===== config.mk =====
export PLATFORM = sky130hd
export DESIGN_NAME = prog_loader
export DESIGN_NICKNAME = d
export VERILOG_FILES = /design/src/rtl/prog_loader.sv
export SDC_FILE = /design/constraint.sdc
export NUM_CORES = 1
export LEC_CHECK = 0
export ABC_AREA = 0
export CELL_PAD_IN_SITES_DETAIL_PLACEMENT = 0
export CELL_PAD_IN_SITES_GLOBAL_PLACEMENT = 2
export CORE_MARGIN = 1
export CORE_UTILIZATION = 40
export CTS_BUF_LIST = sky130_fd_sc_hd__clkbuf_4 sky130_fd_sc_hd__clkbuf_8
export CTS_CLUSTER_DIAMETER = 80
export CTS_CLUSTER_SIZE = 12
export DETAILED_ROUTE_END_ITERATION = 7
export PLACE_DENSITY_LB_ADDON = 0.1
export SLEW_MARGIN = 20
export SYNTH_ARGS = -nofsm -noshare
export SYNTH_HDL_FRONTEND = slang
export SYNTH_SLANG_ARGS = --single-unit

===== constraint.sdc =====
create_clock -name CLK -period 5.81 [get_ports CLK]
set_clock_uncertainty 0.2 [all_clocks]
set_input_delay 1.162 -clock CLK [delete_from_list [all_inputs] [get_ports CLK]]
set_output_delay 1.162 -clock CLK [all_outputs]
set_load 0.005 [all_outputs]

===== src/rtl/prog_loader.sv =====
// Byte-stream program loader: unpacks a framed, checksummed image into the 9-bit
// instruction ROM and holds the core in init until the image verifies.
module prog_loader #(
  parameter int AW           = 10,
  parameter int IW           = 9,
  parameter int START_CYCLES = 2
) (
  input  logic          CLK,
  input  logic          reset_n,
  input  logic [7:0]    rx_data,
  input  logic          rx_valid,
  output logic          rx_ready,
  input  logic          halt,
  output logic          rom_we,
  output logic [AW-1:0] rom_addr,
  output logic [IW-1:0] rom_wdata,
  output logic          core_start,
  output logic          busy,
  output logic          done,
  output logic          err,
  output logic [1:0]    err_code
);

  localparam int RW = (START_CYCLES < 2) ? 1 : $clog2(START_CYCLES + 1);
  localparam logic [16:0] MAX_WORDS = 17'(1) << AW;

  typedef enum logic [2:0] {
    S_HDR_LO  = 3'd0,
    S_HDR_HI  = 3'd1,
    S_INS_LO  = 3'd2,
    S_INS_HI  = 3'd3,
    S_CHK     = 3'd4,
    S_RELEASE = 3'd5,
    S_RUN     = 3'd6,
    S_ERR     = 3'd7
  } state_t;

  state_t          state_q, state_d;
  logic [15:0]     cnt_q, cnt_d;
  logic [7:0]      lo_q, lo_d;
  logic [7:0]      chk_q, chk_d;
  logic [AW:0]     idx_q, idx_d;
  logic [RW-1:0]   rel_q, rel_d;
  logic            rom_we_q, rom_we_d;
  logic [AW-1:0]   rom_addr_q, rom_addr_d;
  logic [IW-1:0]   rom_wdata_q, rom_wdata_d;
  logic            core_start_q, core_start_d;
  logic            busy_q, busy_d;
  logic            done_q, done_d;
  logic            err_q, err_d;
  logic [1:0]      err_code_q, err_code_d;

  logic            xfer_s;
  logic [15:0]     n_full_s;
  logic            last_word_s;

  // Byte acceptance depends only on the current state (and halt while running).
  always_comb begin
    rx_ready = 1'b0;
    case (state_q)
      S_HDR_LO, S_HDR_HI, S_INS_LO, S_INS_HI, S_CHK: rx_ready = 1'b1;
      S_RUN:                                         rx_ready = halt;
      S_RELEASE, S_ERR:                              rx_ready = 1'b0;
      default:                                       rx_ready = 1'b0;
    endcase
  end

  assign xfer_s      = rx_valid & rx_ready;
  assign n_full_s    = {rx_data, cnt_q[7:0]};
  // Index is one bit wider than the address so a full 2**AW image never wraps.
  assign last_word_s = ((17'(idx_q) + 17'd1) == {1'b0, cnt_q});

  // Next-state and registered-output logic for the frame parser.
  always_comb begin
    state_d      = state_q;
    cnt_d        = cnt_q;
    lo_d         = lo_q;
    chk_d        = chk_q;
    idx_d        = idx_q;
    rel_d        = rel_q;
    rom_we_d     = 1'b0;
    rom_addr_d   = rom_addr_q;
    rom_wdata_d  = rom_wdata_q;
    core_start_d = core_start_q;
    done_d       = done_q;
    err_d        = err_q;
    err_code_d   = err_code_q;

    case (state_q)
      S_HDR_LO: begin
        if (xfer_s) begin
          cnt_d   = {cnt_q[15:8], rx_data};
          chk_d   = chk_q ^ rx_data;
          state_d = S_HDR_HI;
        end else begin
          state_d = S_HDR_LO;
        end
      end
      S_HDR_HI: begin
        if (xfer_s) begin
          cnt_d = n_full_s;
          chk_d = chk_q ^ rx_data;
          if ({1'b0, n_full_s} > MAX_WORDS) begin
            state_d    = S_ERR;
            err_d      = 1'b1;
            err_code_d = 2'd1;
          end else if (n_full_s == 16'd0) begin
            state_d = S_CHK;
          end else begin
            state_d = S_INS_LO;
          end
        end else begin
          state_d = S_HDR_HI;
        end
      end
      S_INS_LO: begin
        if (xfer_s) begin
          lo_d    = rx_data;
          chk_d   = chk_q ^ rx_data;
          state_d = S_INS_HI;
        end else begin
          state_d = S_INS_LO;
        end
      end
      S_INS_HI: begin
        if (xfer_s) begin
          chk_d = chk_q ^ rx_data;
          if (rx_data[7:1] != 7'd0) begin
            state_d    = S_ERR;
            err_d      = 1'b1;
            err_code_d = 2'd2;
          end else begin
            rom_we_d    = 1'b1;
            rom_addr_d  = idx_q[AW-1:0];
            rom_wdata_d = IW'({rx_data[0], lo_q});
            idx_d       = idx_q + {{AW{1'b0}}, 1'b1};
            if (last_word_s) begin
              state_d = S_CHK;
            end else begin
              state_d = S_INS_LO;
            end
          end
        end else begin
          state_d = S_INS_HI;
        end
      end
      S_CHK: begin
        if (xfer_s) begin
          if (rx_data == chk_q) begin
            state_d = S_RELEASE;
            rel_d   = RW'(START_CYCLES);
          end else begin
            state_d    = S_ERR;
            err_d      = 1'b1;
            err_code_d = 2'd3;
          end
        end else begin
          state_d = S_CHK;
        end
      end
      S_RELEASE: begin
        core_start_d = 1'b1;
        if (rel_q <= RW'(1)) begin
          rel_d        = {RW{1'b0}};
          state_d      = S_RUN;
          core_start_d = 1'b0;
          done_d       = 1'b1;
        end else begin
          rel_d = rel_q - RW'(1);
        end
      end
      S_RUN: begin
        core_start_d = 1'b0;
        if (xfer_s) begin
          cnt_d        = {8'h00, rx_data};
          chk_d        = rx_data;
          idx_d        = {(AW+1){1'b0}};
          done_d       = 1'b0;
          core_start_d = 1'b1;
          state_d      = S_HDR_HI;
        end else begin
          state_d = S_RUN;
        end
      end
      S_ERR: begin
        core_start_d = 1'b1;
        err_d        = 1'b1;
        state_d      = S_ERR;
      end
      default: begin
        state_d      = S_HDR_LO;
        core_start_d = 1'b1;
      end
    endcase

    case (state_d)
      S_HDR_HI, S_INS_LO, S_INS_HI, S_CHK, S_RELEASE: busy_d = 1'b1;
      S_HDR_LO, S_RUN, S_ERR:                         busy_d = 1'b0;
      default:                                        busy_d = 1'b0;
    endcase
  end

  // State and output registers; reset leaves the core held in init.
  always_ff @(posedge CLK or negedge reset_n) begin
    if (!reset_n) begin
      state_q      <= S_HDR_LO;
      cnt_q        <= 16'd0;
      lo_q         <= 8'd0;
      chk_q        <= 8'd0;
      idx_q        <= {(AW+1){1'b0}};
      rel_q        <= {RW{1'b0}};
      rom_we_q     <= 1'b0;
      rom_addr_q   <= {AW{1'b0}};
      rom_wdata_q  <= {IW{1'b0}};
      core_start_q <= 1'b1;
      busy_q       <= 1'b0;
      done_q       <= 1'b0;
      err_q        <= 1'b0;
      err_code_q   <= 2'd0;
    end else begin
      state_q      <= state_d;
      cnt_q        <= cnt_d;
      lo_q         <= lo_d;
      chk_q        <= chk_d;
      idx_q        <= idx_d;
      rel_q        <= rel_d;
      rom_we_q     <= rom_we_d;
      rom_addr_q   <= rom_addr_d;
      rom_wdata_q  <= rom_wdata_d;
      core_start_q <= core_start_d;
      busy_q       <= busy_d;
      done_q       <= done_d;
      err_q        <= err_d;
      err_code_q   <= err_code_d;
    end
  end

  assign rom_we     = rom_we_q;
  assign rom_addr   = rom_addr_q;
  assign rom_wdata  = rom_wdata_q;
  assign core_start = core_start_q;
  assign busy       = busy_q;
  assign done       = done_q;
  assign err        = err_q;
  assign err_code   = err_code_q;

endmodule


==> results.md <==
* Crit path cell chain: clkdlybuf4s50_1 -> nor2b_1 -> o21ai_1 -> clkdlybuf4s50_1
* TNS Setup at 0 ns
* Fin crit period at 3.79 ns
* Post-CTS Resized at 0
* Critical Path Max Stage Delay at 0.55 ns
* Final setup fails at 0
* Crit-path slowest cell: clkdlybuf4s50_1
* Top cell type by total area after synthesis: dfrtp_1
* I/O Buffers at 38
* Most instantiated cells after synthesis: nand2_1, dfrtp_1, o21ai_0, mux2_2, nor2_1
* Initial DRC count at 113
* Period utilization at 0.652
* Via/cell ratio at 5.36
* Final Max Slew Viols at 0
* CTS Root Cell: clkbuf_8
* Top post-synthesis cells by area: dfrtp_1, mux2_2, nand2_1
* CTS Buf Count at 9
* Remaining global-route overflow at 0
* Die span in x at 99.6 microns
* H-tree depth at 3
* Syn. warnings at 0
* Synth Instances at 398
* Ys async rst share at 1.00
* Top cell by count, worst path: clkdlybuf4s50_1
* Unrepaired setup endpoints after global routing: no
* Pin count of the biggest net entering global routing at 75
* Syn Area/Cell at 9.57 sq um
* Layout Area Growth over Synthesis at 17.4%
* Vias at 3006
* Routed WL at 9090 microns
* CP endpoint kind: output port
* Synth top area share at 0.480
* FF-to-FF setup slack at 3.01 ns
* VDD IR-drop max at 0.146 mV
* First-pass GRT wire length at 15200 microns
* I/O pin count at 39
* Hold Buf Count CTS at 0
* Chip height at 99.6 microns
* Core area at 0.00924 sq mm
* Hold/Removal Path Class: reg2reg
* Most used DFF post-synth: dfrtp_1
* Wire per inst at 16.2 microns
* Reg clk slew, reported paths at 0.09 ns
* Max-cap viol count at 0
* Clock tree buffer depth at 2
* Syn_nets at 411
* GR Util All Layers at 0.200
* Max Fclk at 264 MHz
* Place WS at 1.89 ns
* Die ar. at 0.00991 sq mm
* Layout net count at 440
* Row count at 35
* Slew of the pin with the lowest slew margin at 0.962 ns
* Worst setup margin at 2.02 ns
* DRC violations left at 0
* Worst EP arrival at 2.42 ns
* Starting density of the core at 0.412
* Sequential area share after synthesis at 0.487
* Drt pass-1 iters at 4
* Number of routed nets with antenna violations at 0
* Relative slew slack at 0.357
* CP Max Fanout at 3
* Share of cells above drive strength 1 at 0.139
* Post-CTS setup buffers at 0
* Leakage at 0.00192 uW
* Worst endpoint required time at 4.45 ns
* Vias in the first global route at 2875
* Mapped Area at 0.00381 sq mm
* Outcome: finished, final reports clean
* WHS at 0.273 ns
* PD cells at 313 mW/mm^2
* Gpl congestion at 0.776
* Clk_lat worst skew at 0.36 ns
* Initial antenna violation count at 0
* Most numerous cell in the Yosys netlist: nand2_1
* Clock sink total at 74
* Yosys cell types at 55
* Post-synth EDFFs at 0
* Flops & latches, synth at 74
* Ant. Diodes at 0
* Setup CP Type: in2out
* CP Launch Type: primary input
* DPL Wire Length at 6000 microns
* TritonCTS clock tree: done
* Endpoints failing hold at 0
## through the flow
step | util | std cells | power [uW] | instance area, sq um
final | 0.484 | 561 | 1400 | 4470
after detailed placement | 0.462 | 545 | 983 | 4270
after CTS | 0.484 | 561 | 1410 | 4470
after floorplan | - | 398 | 879 | 3810
after global routing | 0.484 | 561 | 1470 | 4470
after global placement | 0.462 | 545 | 976 | 4270
## worst max-delay path, delay by kind of cell
kind	cells	cell delay [ns]
AO/OA/AOI/OAI	1	0.19
AND/OR/NAND/NOR	1	0.05
buffers and inverters	2	1.03
## worst paths after layout
kind                                           from                       end  cells past startpoint
min reg2reg                rom_wdata[6]$_DFFE_PN0P_  rom_wdata[6]$_DFFE_PN0P_                      2
max reg2reg                    idx_q[0]$_DFFE_PN0P_            busy$_DFF_PN0_                      8
max                                            halt                  rx_ready                      4
min in group asynchronous                   reset_n      idx_q[9]$_DFFE_PN0P_                      1
min                        rom_wdata[6]$_DFFE_PN0P_  rom_wdata[6]$_DFFE_PN0P_                      2
max in group asynchronous                   reset_n      idx_q[4]$_DFFE_PN0P_                      1
## per-layer routing
layer,vias up,global-route usage,part of all wire
met5,-,0,0
met4,0,0.0781,0.014
met3,12,0.0323,0.034
met2,49,0.308,0.45
met1,1485,0.282,0.50
li1,1460,-,-
## cell usage in the layout (no fill, tap or decap), types with 2 or more instances in the layout
| cell type | n |
|---|---|
| and3_1 | 7 |
| nand2b_1 | 2 |
| nor3_1 | 7 |
| nand3b_1 | 3 |
| nor2b_1 | 3 |
| a21oi_1 | 8 |
| inv_1 | 4 |
| or3_1 | 2 |
| o21ai_0 | 36 |
| a22oi_1 | 2 |
| xnor2_1 | 19 |
| inv_6 | 4 |
| mux2_2 | 28 |
| clkbuf_8 | 9 |
| nand3_1 | 19 |
| clkdlybuf4s50_1 | 37 |
| o31ai_1 | 6 |
| o22ai_1 | 2 |
| nor4_1 | 2 |
| nor4_4 | 2 |
| a31oi_1 | 2 |
| nand2_1 | 84 |
| dfrtp_1 | 73 |
| buf_4 | 3 |
| nand4_1 | 6 |
| or4_1 | 3 |
| a32o_1 | 2 |
| and2_1 | 2 |
| xor2_1 | 3 |
| nor2_1 | 23 |
## cells by family (layout without fill, tap and decap cells)
logic type	after synthesis	count (layout)	share of synthesized area
DFF	74	74	0.487
adders and majority gates	1	1	0.00329
xor gates and xnor gates	22	22	0.0506
muxes	28	28	0.0828
buffers and inverters	26	60	0.0292
and+or+nand+nor	171	171	0.217
AOI/OAI and AO/OA	76	76	0.130
## power breakdown
group | total [uW] | switching, uW | internal [uW] | leakage [uW]
sequential | 693 | 88.3 | 604 | 0.000961
clock | 429 | 223 | 205 | 0.000101
combinational | 278 | 128 | 150 | 0.000861
## sequential cells by signal, summed over array words and instances, names as in the netlist, 2 cells and up
| register | cells |
|---|---|
| rel_q | 2 |
| rom_wdata | 9 |
| cnt_q | 16 |
| state_q | 3 |
| err_code | 2 |
| lo_q | 8 |
| rom_addr | 10 |
| idx_q | 11 |
| chk_q | 8 |
## layout make-up
| cell class | instances | area, sq um |
|---|---|---|
| fill | 904 | 4770 |
| clock inverter | 7 | 81.3 |
| multi-input combinational | 298 | 1840 |
| inverter | 4 | 15.0 |
| timing repair buffer | 40 | 393 |
| clock buffer | 9 | 124 |
| sequential | 74 | 1850 |
| tap | 129 | 161 |
No activity file was read; power rests on OpenSTA's default activity.
